===== src/rtl/mod_counter_updown_oneshot_pkg.sv =====
// Shared constants and state encoding for the up/down one-shot mod counter
// family. Direction and mode literals are named here so that callers and
// sibling counters agree on their polarity.
package mod_counter_updown_oneshot_pkg;

  localparam logic DIR_UP       = 1'b1;
  localparam logic DIR_DOWN     = 1'b0;
  localparam logic MODE_WRAP    = 1'b0;
  localparam logic MODE_ONESHOT = 1'b1;

  typedef enum logic {
    RUN  = 1'b0,
    HALT = 1'b1
  } cnt_state_e;

endpackage


===== src/rtl/mod_counter_next_value.sv =====
// Combinational step for a modulo-(FINAL_VALUE+1) counter.
// Ports:
//   q_i           current count
//   up_i          1 = increment, 0 = decrement
//   next_q_o      count after one step, wrapping explicitly at both ends
//   at_terminal_o q_i equals the terminal for the current direction
//                 (FINAL_VALUE going up, 0 going down)
module mod_counter_next_value
  import mod_counter_updown_oneshot_pkg::*;
#(
  parameter int FINAL_VALUE = 9,
  parameter int BITS        = $clog2(FINAL_VALUE + 1)
) (
  input  logic [BITS-1:0] q_i,
  input  logic            up_i,
  output logic [BITS-1:0] next_q_o,
  output logic            at_terminal_o
);

  localparam logic [BITS-1:0] FV = BITS'(FINAL_VALUE);

  logic is_max, is_zero;

  assign is_max  = (q_i == FV);
  assign is_zero = (q_i == '0);

  // Wrap is decoded rather than left to overflow so non-power-of-two
  // moduli never visit values above FINAL_VALUE.
  always_comb begin
    next_q_o = q_i;
    if (up_i == DIR_UP) next_q_o = is_max  ? '0 : q_i + 1'b1;
    else                next_q_o = is_zero ? FV : q_i - 1'b1;
  end

  assign at_terminal_o = (up_i == DIR_UP) ? is_max : is_zero;

endmodule


===== src/rtl/mod_counter_updown_oneshot.sv =====
// Modulo-(FINAL_VALUE+1) up/down counter with sync clear, clamped parallel
// load and a one-shot mode that halts at the terminal value.
// Ports:
//   clk, reset   rising-edge clock, async active-high reset
//   enable       one step per clock while high
//   up           1 = count up, 0 = count down
//   oneshot      0 = wrap, 1 = halt at terminal
//   clear        sync clear (0 going up, FINAL_VALUE going down)
//   load         sync load of min(load_value, FINAL_VALUE)
//   Q            registered count
//   at_terminal  Q equals terminal for current direction (comb)
//   tick_out     carry/borrow pulse for cascading (comb, zero latency)
//   expired      registered, high while halted in one-shot mode
module mod_counter_updown_oneshot
  import mod_counter_updown_oneshot_pkg::*;
#(
  parameter int FINAL_VALUE = 9,
  parameter int BITS        = $clog2(FINAL_VALUE + 1)
) (
  input  logic            clk,
  input  logic            reset,
  input  logic            enable,
  input  logic            up,
  input  logic            oneshot,
  input  logic            clear,
  input  logic            load,
  input  logic [BITS-1:0] load_value,
  output logic [BITS-1:0] Q,
  output logic            at_terminal,
  output logic            tick_out,
  output logic            expired
);

  localparam logic [BITS-1:0] FV = BITS'(FINAL_VALUE);

  logic [BITS-1:0] q_q, step_d, load_d;
  logic            expired_q;
  cnt_state_e      state_q;

  mod_counter_next_value #(
    .FINAL_VALUE (FINAL_VALUE),
    .BITS        (BITS)
  ) u_next (
    .q_i           (q_q),
    .up_i          (up),
    .next_q_o      (step_d),
    .at_terminal_o (at_terminal)
  );

  assign load_d = (load_value > FV) ? FV : load_value;

  always_ff @(posedge clk or posedge reset) begin
    if (reset) begin
      q_q       <= '0;
      expired_q <= 1'b0;
      state_q   <= RUN;
    end else if (clear) begin
      q_q       <= (up == DIR_UP) ? '0 : FV;
      expired_q <= 1'b0;
      state_q   <= RUN;
    end else if (load) begin
      q_q       <= load_d;
      expired_q <= 1'b0;
      state_q   <= RUN;
    end else if (state_q == RUN && enable) begin
      // One-shot stops on the terminal instead of wrapping; Q stays put.
      if (oneshot == MODE_ONESHOT && at_terminal) begin
        state_q   <= HALT;
        expired_q <= 1'b1;
      end else begin
        q_q <= step_d;
      end
    end
  end

  assign Q        = q_q;
  assign expired  = expired_q;
  assign tick_out = enable & at_terminal & ~clear & ~load & (state_q == RUN);

endmodule


===== config.mk =====
export PLATFORM = sky130hd
export DESIGN_NAME = mod_counter_updown_oneshot
export DESIGN_NICKNAME = d
export VERILOG_FILES = /design/src/rtl/mod_counter_updown_oneshot_pkg.sv /design/src/rtl/mod_counter_next_value.sv /design/src/rtl/mod_counter_updown_oneshot.sv
export SDC_FILE = /design/constraint.sdc
export NUM_CORES = 1
export LEC_CHECK = 0
export CAP_MARGIN = 10
export CORE_AREA = 2 2 39 41
export DETAILED_ROUTE_END_ITERATION = 7
export DIE_AREA = 0 0 41 43
export HOLD_SLACK_MARGIN = 0.03
export PLACE_DENSITY = 0.69
export SYNTH_ARGS = -nofsm -noshare
export SYNTH_HDL_FRONTEND = slang
export SYNTH_SLANG_ARGS = --single-unit
export TNS_END_PERCENT = 20

===== constraint.sdc =====
create_clock -name clk -period 2.45 [get_ports clk]
set_input_delay 0.49 -clock clk [delete_from_list [all_inputs] [get_ports clk]]
set_output_delay 0.49 -clock clk [all_outputs]
set_load 0.01 [all_outputs]

# Word level (Yosys, flattened, before mapping)
# Cells that the tools add are included.
# classes
n_addsub,2
n_lt_le_gt_ge,1
n_eq_ne,2
muxes,14
bitwise,7
n_reduce_logical,7
# ops
operator,n
2-to-1 mux 4 bit,9
nonzero test 3 bit,2
2-to-1 mux 1 bit,5
"adder 4 x 1 -> 4 bit, second input constant",1
bitwise AND 1 bit,4
"equality test 4 bit, second input constant",1
"greater-than comparator 4 bit, second input constant",1
zero test 4 bit,1
AND reduction 2 bit,2
"subtractor 4 x 1 -> 4 bit, second input constant",1
"inequality test 3 bit, second input constant",1
NOT 1 bit,3
logical AND 1 bit,2
# word_totals
reg_bits,5
input_bits,11
out_inout_bits,7
wordCells,35

# Depth between registers and ports, before layout
# logic_depth
word_depth,7
depth_mapped,7
mapped_depth_nobuf,7

# Cells and area by module
# From an unflattened synthesis, not the netlist that was laid out.
# hier_totals
cells_unflattened,58
area_unflattened_um2,554.3
# modules_own_cells
module,n_inst,cells_each,area_per_inst_um2,seq_area_each_um2
mod_counter_updown_oneshot,1,32,370.4,125.1
mod_counter_next_value,1,26,183.9,0.0

# Least setup slack after synthesis
# No wires, ideal clock.
# synth_timing
path_kind,reg-to-output
start,"register q_q[0], in the netlist Q[0]"
end,output tick_out
t_arrival_ns,1.489
t_required_ns,1.960
setup_slack_ns,0.471
stages_incl_launch_ff,6
path_buffers,0
cell_sequence,dfrtp_1 inv_1 ha_1 nor4b_1 a41o_2 and3_2
# synth_via
elab_chain_cells,6
elab_cells_between_ends,7
cone_classes,eq/ne: 1; mux: 1; bitwise: 4; reduce/logical: 1
# synth_rtl
item,line,text
start: declaration,mod_counter_updown_oneshot.sv:36,"logic [BITS-1:0] q_q, step_d, load_d;"
start signal: assignment,mod_counter_updown_oneshot.sv:58,q_q <= (up == DIR_UP) ? '0 : FV;
start signal: assignment,mod_counter_updown_oneshot.sv:62,q_q <= load_d;
start signal: assignment,mod_counter_updown_oneshot.sv:71,q_q <= step_d;
equality test 4 bit or zero test 4 bit (tied branches),"mod_counter_next_value.sv:24, mod_counter_next_value.sv:25",
2-to-1 mux 1 bit (*),mod_counter_next_value.sv:35,assign at_terminal_o = (up_i == DIR_UP) ? is_max : is_zero;
via at_terminal,mod_counter_updown_oneshot.sv:29,"output logic at_terminal,"
bitwise AND 1 bit (*) (4 in series),mod_counter_updown_oneshot.sv:78,assign tick_out = enable & at_terminal & ~clear & ~load & (state_q == RUN);
end: declaration,mod_counter_updown_oneshot.sv:30,"output logic tick_out,"
# Mark *: on every way through the listed nets, which the timed path passes. The rest lies on a longest branch.

# Worst setup path in the final report
# layout_timing
start,input up
end,output tick_out
# layout_via
elab_chain_cells,5
# layout_rtl
item,line,text
start: declaration,mod_counter_updown_oneshot.sv:23,"input logic up,"
2-to-1 mux 1 bit,mod_counter_next_value.sv:35,
bitwise AND 1 bit (4 in series),mod_counter_updown_oneshot.sv:78,
# Every way passes these cells.

==> results.md <==
* Status: completed
* Post-Syn Nets at 78
* Seq/Total Area, Yosys at between 20% and 30%
* CP endpoint: tick_out
* Clock Sinks at 5
* CP Class: primary input to primary output
* Area Growth Syn to Fin at 48.6%
* DRT antenna net count at 0
* GR Overflow Total at 0
* Worst min path class: primary input to async pin
* First-pass GRT wire length at approximately 2500 um
* Die H at 43 um
* Asr flop ratio synth at between 90% and 100%
* Post-DR wirelength/cell at 12.7 um
* CTS tree: yes
* Post-DP HPWL at 1080 um
* Cells after Synth at 64
* Num rows at 14
* Largest net degree at the start of global routing at 13
* H-Tree Depth at 1
* Post CTS Setup Buffer Count at 0
* Most common cell in the synthesized netlist: nor2_1
* #FFs+latches synth at 5
* Critical Path Start Type: primary input
* Synth unique cells at 34
* Final worst path period share at 96.5%
* RR Endpoint: Q[2]
* Stages on the worst setup path at 5
* Vias at 592
* GR Util All Layers at 20.9%
* Number of synthesized flops with an enable pin at 0
* Worst slew margin at 78.4%
* Max frequency at 0.423 GHz
* Post-synth top area share at roughly 23%
* Clock latency on the worst-skew pair at 0.25 ns
* Critical Path Source: up
* CP arrival at 1.87 ns
* Starting Density at 39.1%
* Worst EP required at 1.96 ns
* Synth top area cells: dfrtp_1 (23%), ha_1 (6.9%), clkbuf_8 (5.1%), nor2_1 (4.2%), a31oi_4 (3.9%)
* TritonCTS Buffers at 3
* Max VDD drop at 0.000238 V
* Filler cells at 130
* GP Congestion at 0.893
* Clk buf depth at 2
* Reg2reg path depth at 7
* Top delay family on crit path: buffers and inverters
* Max-cap violations at 0
* Worst-path cell chain: clkdlybuf4s50_1 > buf_4 > a41o_2 > and3_2 > dlygate4sd2_1
* Worst Tran Pin Value at 0.321 ns
* Worst path bufs/invs at 3
* Average cell area after synthesis at 8.45 sq um
* Pleak at around 0.35 nW
* Setup Viol. Count Final at 0
* CP Max Fanout at 9
* Nets at 107
* Slowest stage delay, CP at 0.43 ns
* Die area at between 0.0015 and 0.002 sq mm
* Initial antenna violation count at 0
* Synth Cell Area at 541 sq um
* Crit. End Element: primary output
* Initial drt markers at 10
* Clk_skew at approximately 0.0052 ns
* Predominant post-synthesis flop cell: dfrtp_1
* Horizontal die dimension at 41 um
* Synth warn at 0
* Io pins at 18
* Antenna cells at 0
* Pwr dens at 495 mW/mm^2
* DRC violations left at 0
* Vias in the first global route at 583
* Minimum clock period at 2.36 ns
* Critical register-to-register path startpoint: Q[0]
* Layout cells sized above 1 at a little over a fifth
* Max Slew Vio Count at 0
* Vias per cell at 5.48
* Core Box Area at 0.00138 sq mm
* Unrepaired setup endpoints after global routing: no
* Slowest cell on crit path: clkdlybuf4s50_1
* Routed wire length at 1370 um
* Worst setup margin at between 0.08 and 0.09 ns
* Reg2Reg Setup Slack at about 0.6 ns
* I/O Buffers at 17
* Final hold vios at 0
* DRT Pass-1 Iters at 4
* Post-layout util at 58.0%
* Top cells by count, synth: nor2_1 (6), dfrtp_1 (5), a21oi_1 (4), inv_1 (4), o21ai_0 (4)
* Root buf cell: clkbuf_4
* CTS clk-pin slew, worst paths at approximately 0.05 ns
* Yosys top cell by area: dfrtp_1
* Setup WS pre-CTS at -0.172 ns
## sequential cells by signal, indices dropped and copies added (netlist names)
signal and flops:
state_q 1, Q 4
## worst min path at each step
| stage | startpoint | to | slack [ns] |
|---|---|---|---|
| after CTS | reset | state_q | 0.42 |
| after global routing | reset | Q[2] | 0.44 |
| after global placement | state_q | state_q | 0.58 |
| final | reset | state_q | 0.43 |
| after detailed placement | state_q | state_q | 0.58 |
| after floorplan | reset | Q[0] | 0.27 |
## worst register-to-register path: cells and delay by family (launching register included)
kind | cells | cell delay, ns
adder cells (fa/ha/maj) | 1 | 0.23
buffers and inverters | 2 | 0.30
flip-flops | 1 | 0.37
AO/OA/AOI/OAI | 4 | 0.85
## cell families after synthesis
| family | count (synthesis) | share of synthesized area [%] |
|---|---|---|
| AO/OA/AOI/OAI | 23 | 32.6 |
| AND/OR/NAND/NOR | 23 | 23.6 |
| buffers and inverters | 8 | 10.2 |
| flip-flops | 5 | 23.1 |
| adder cells (fa/ha/maj) | 3 | 6.95 |
| XOR/XNOR | 1 | 1.62 |
| multiplexers | 1 | 1.85 |
## metrics by stage
stage / instance area [sq um] / std cells / hold WS (ns) / TNS, ns / power, mW
6_report: 803 / 108 / 0.425 / 0 / 0.398
5_1_grt: 803 / 108 / 0.440 / 0 / 0.432
4_1_cts: 803 / 108 / 0.418 / 0 / 0.404
3_5_place_dp: 773 / 104 / 0.577 / -0.278 / 0.297
3_3_place_gp: 773 / 104 / 0.582 / -0.199 / 0.298
2_1_floorplan: 541 / 64 / 0.269 / 0 / 0.214
## power by group
group / internal [mW] / total, mW / switching, mW
combinational: 0.104 / 0.197 / 0.0926
sequential: 0.0924 / 0.0993 / 0.00697
clock: 0.0619 / 0.102 / 0.0397
total: 0.258 / 0.398 / 0.139
## cell usage in the layout (no fill, tap or decap), types with 2 or more instances in the layout
| master | instances |
|---|---|
| o21bai_1 | 2 |
| nand2b_1 | 2 |
| clkdlybuf4s50_1 | 15 |
| nor3_1 | 2 |
| a21oi_1 | 4 |
| dfrtp_1 | 5 |
| buf_4 | 11 |
| inv_1 | 4 |
| ha_1 | 3 |
| or3_1 | 2 |
| nand2_1 | 2 |
| dlygate4sd2_1 | 2 |
| o21ai_0 | 4 |
| nand3_1 | 3 |
| nor2_1 | 6 |
| nand3b_1 | 2 |
| a31oi_1 | 2 |
| clkbuf_4 | 3 |
## routing by layer
| metal | track usage [%] | wire [um] |
|---|---|---|
| met1 | 28.4 | 583 |
| met3 | 7.33 | 78 |
| met5 | 0 | 0 |
| met2 | 28.4 | 699 |
| met4 | 10.0 | 10 |
## layout make-up
class                           count  area, sq um  share of cell area (%)
Timing Repair Buffer               28          250                    31.2
Clock buffer                        4         26.3                    3.27
Tap cell                           16         20.0                    2.49
Inverter                            4         15.0                    1.87
Multi-Input combinational cell     51          367                    45.6
Sequential cell                     5          125                    15.6
## timing repair
item | in CTS | in global routing
hold buffers | 0 | 0
gates resized for setup | 3 | 0
endpoints found under the hold margin | 0 | 0
endpoints found under the setup margin | 2 | 0
Power figures use the tool's default switching activity.
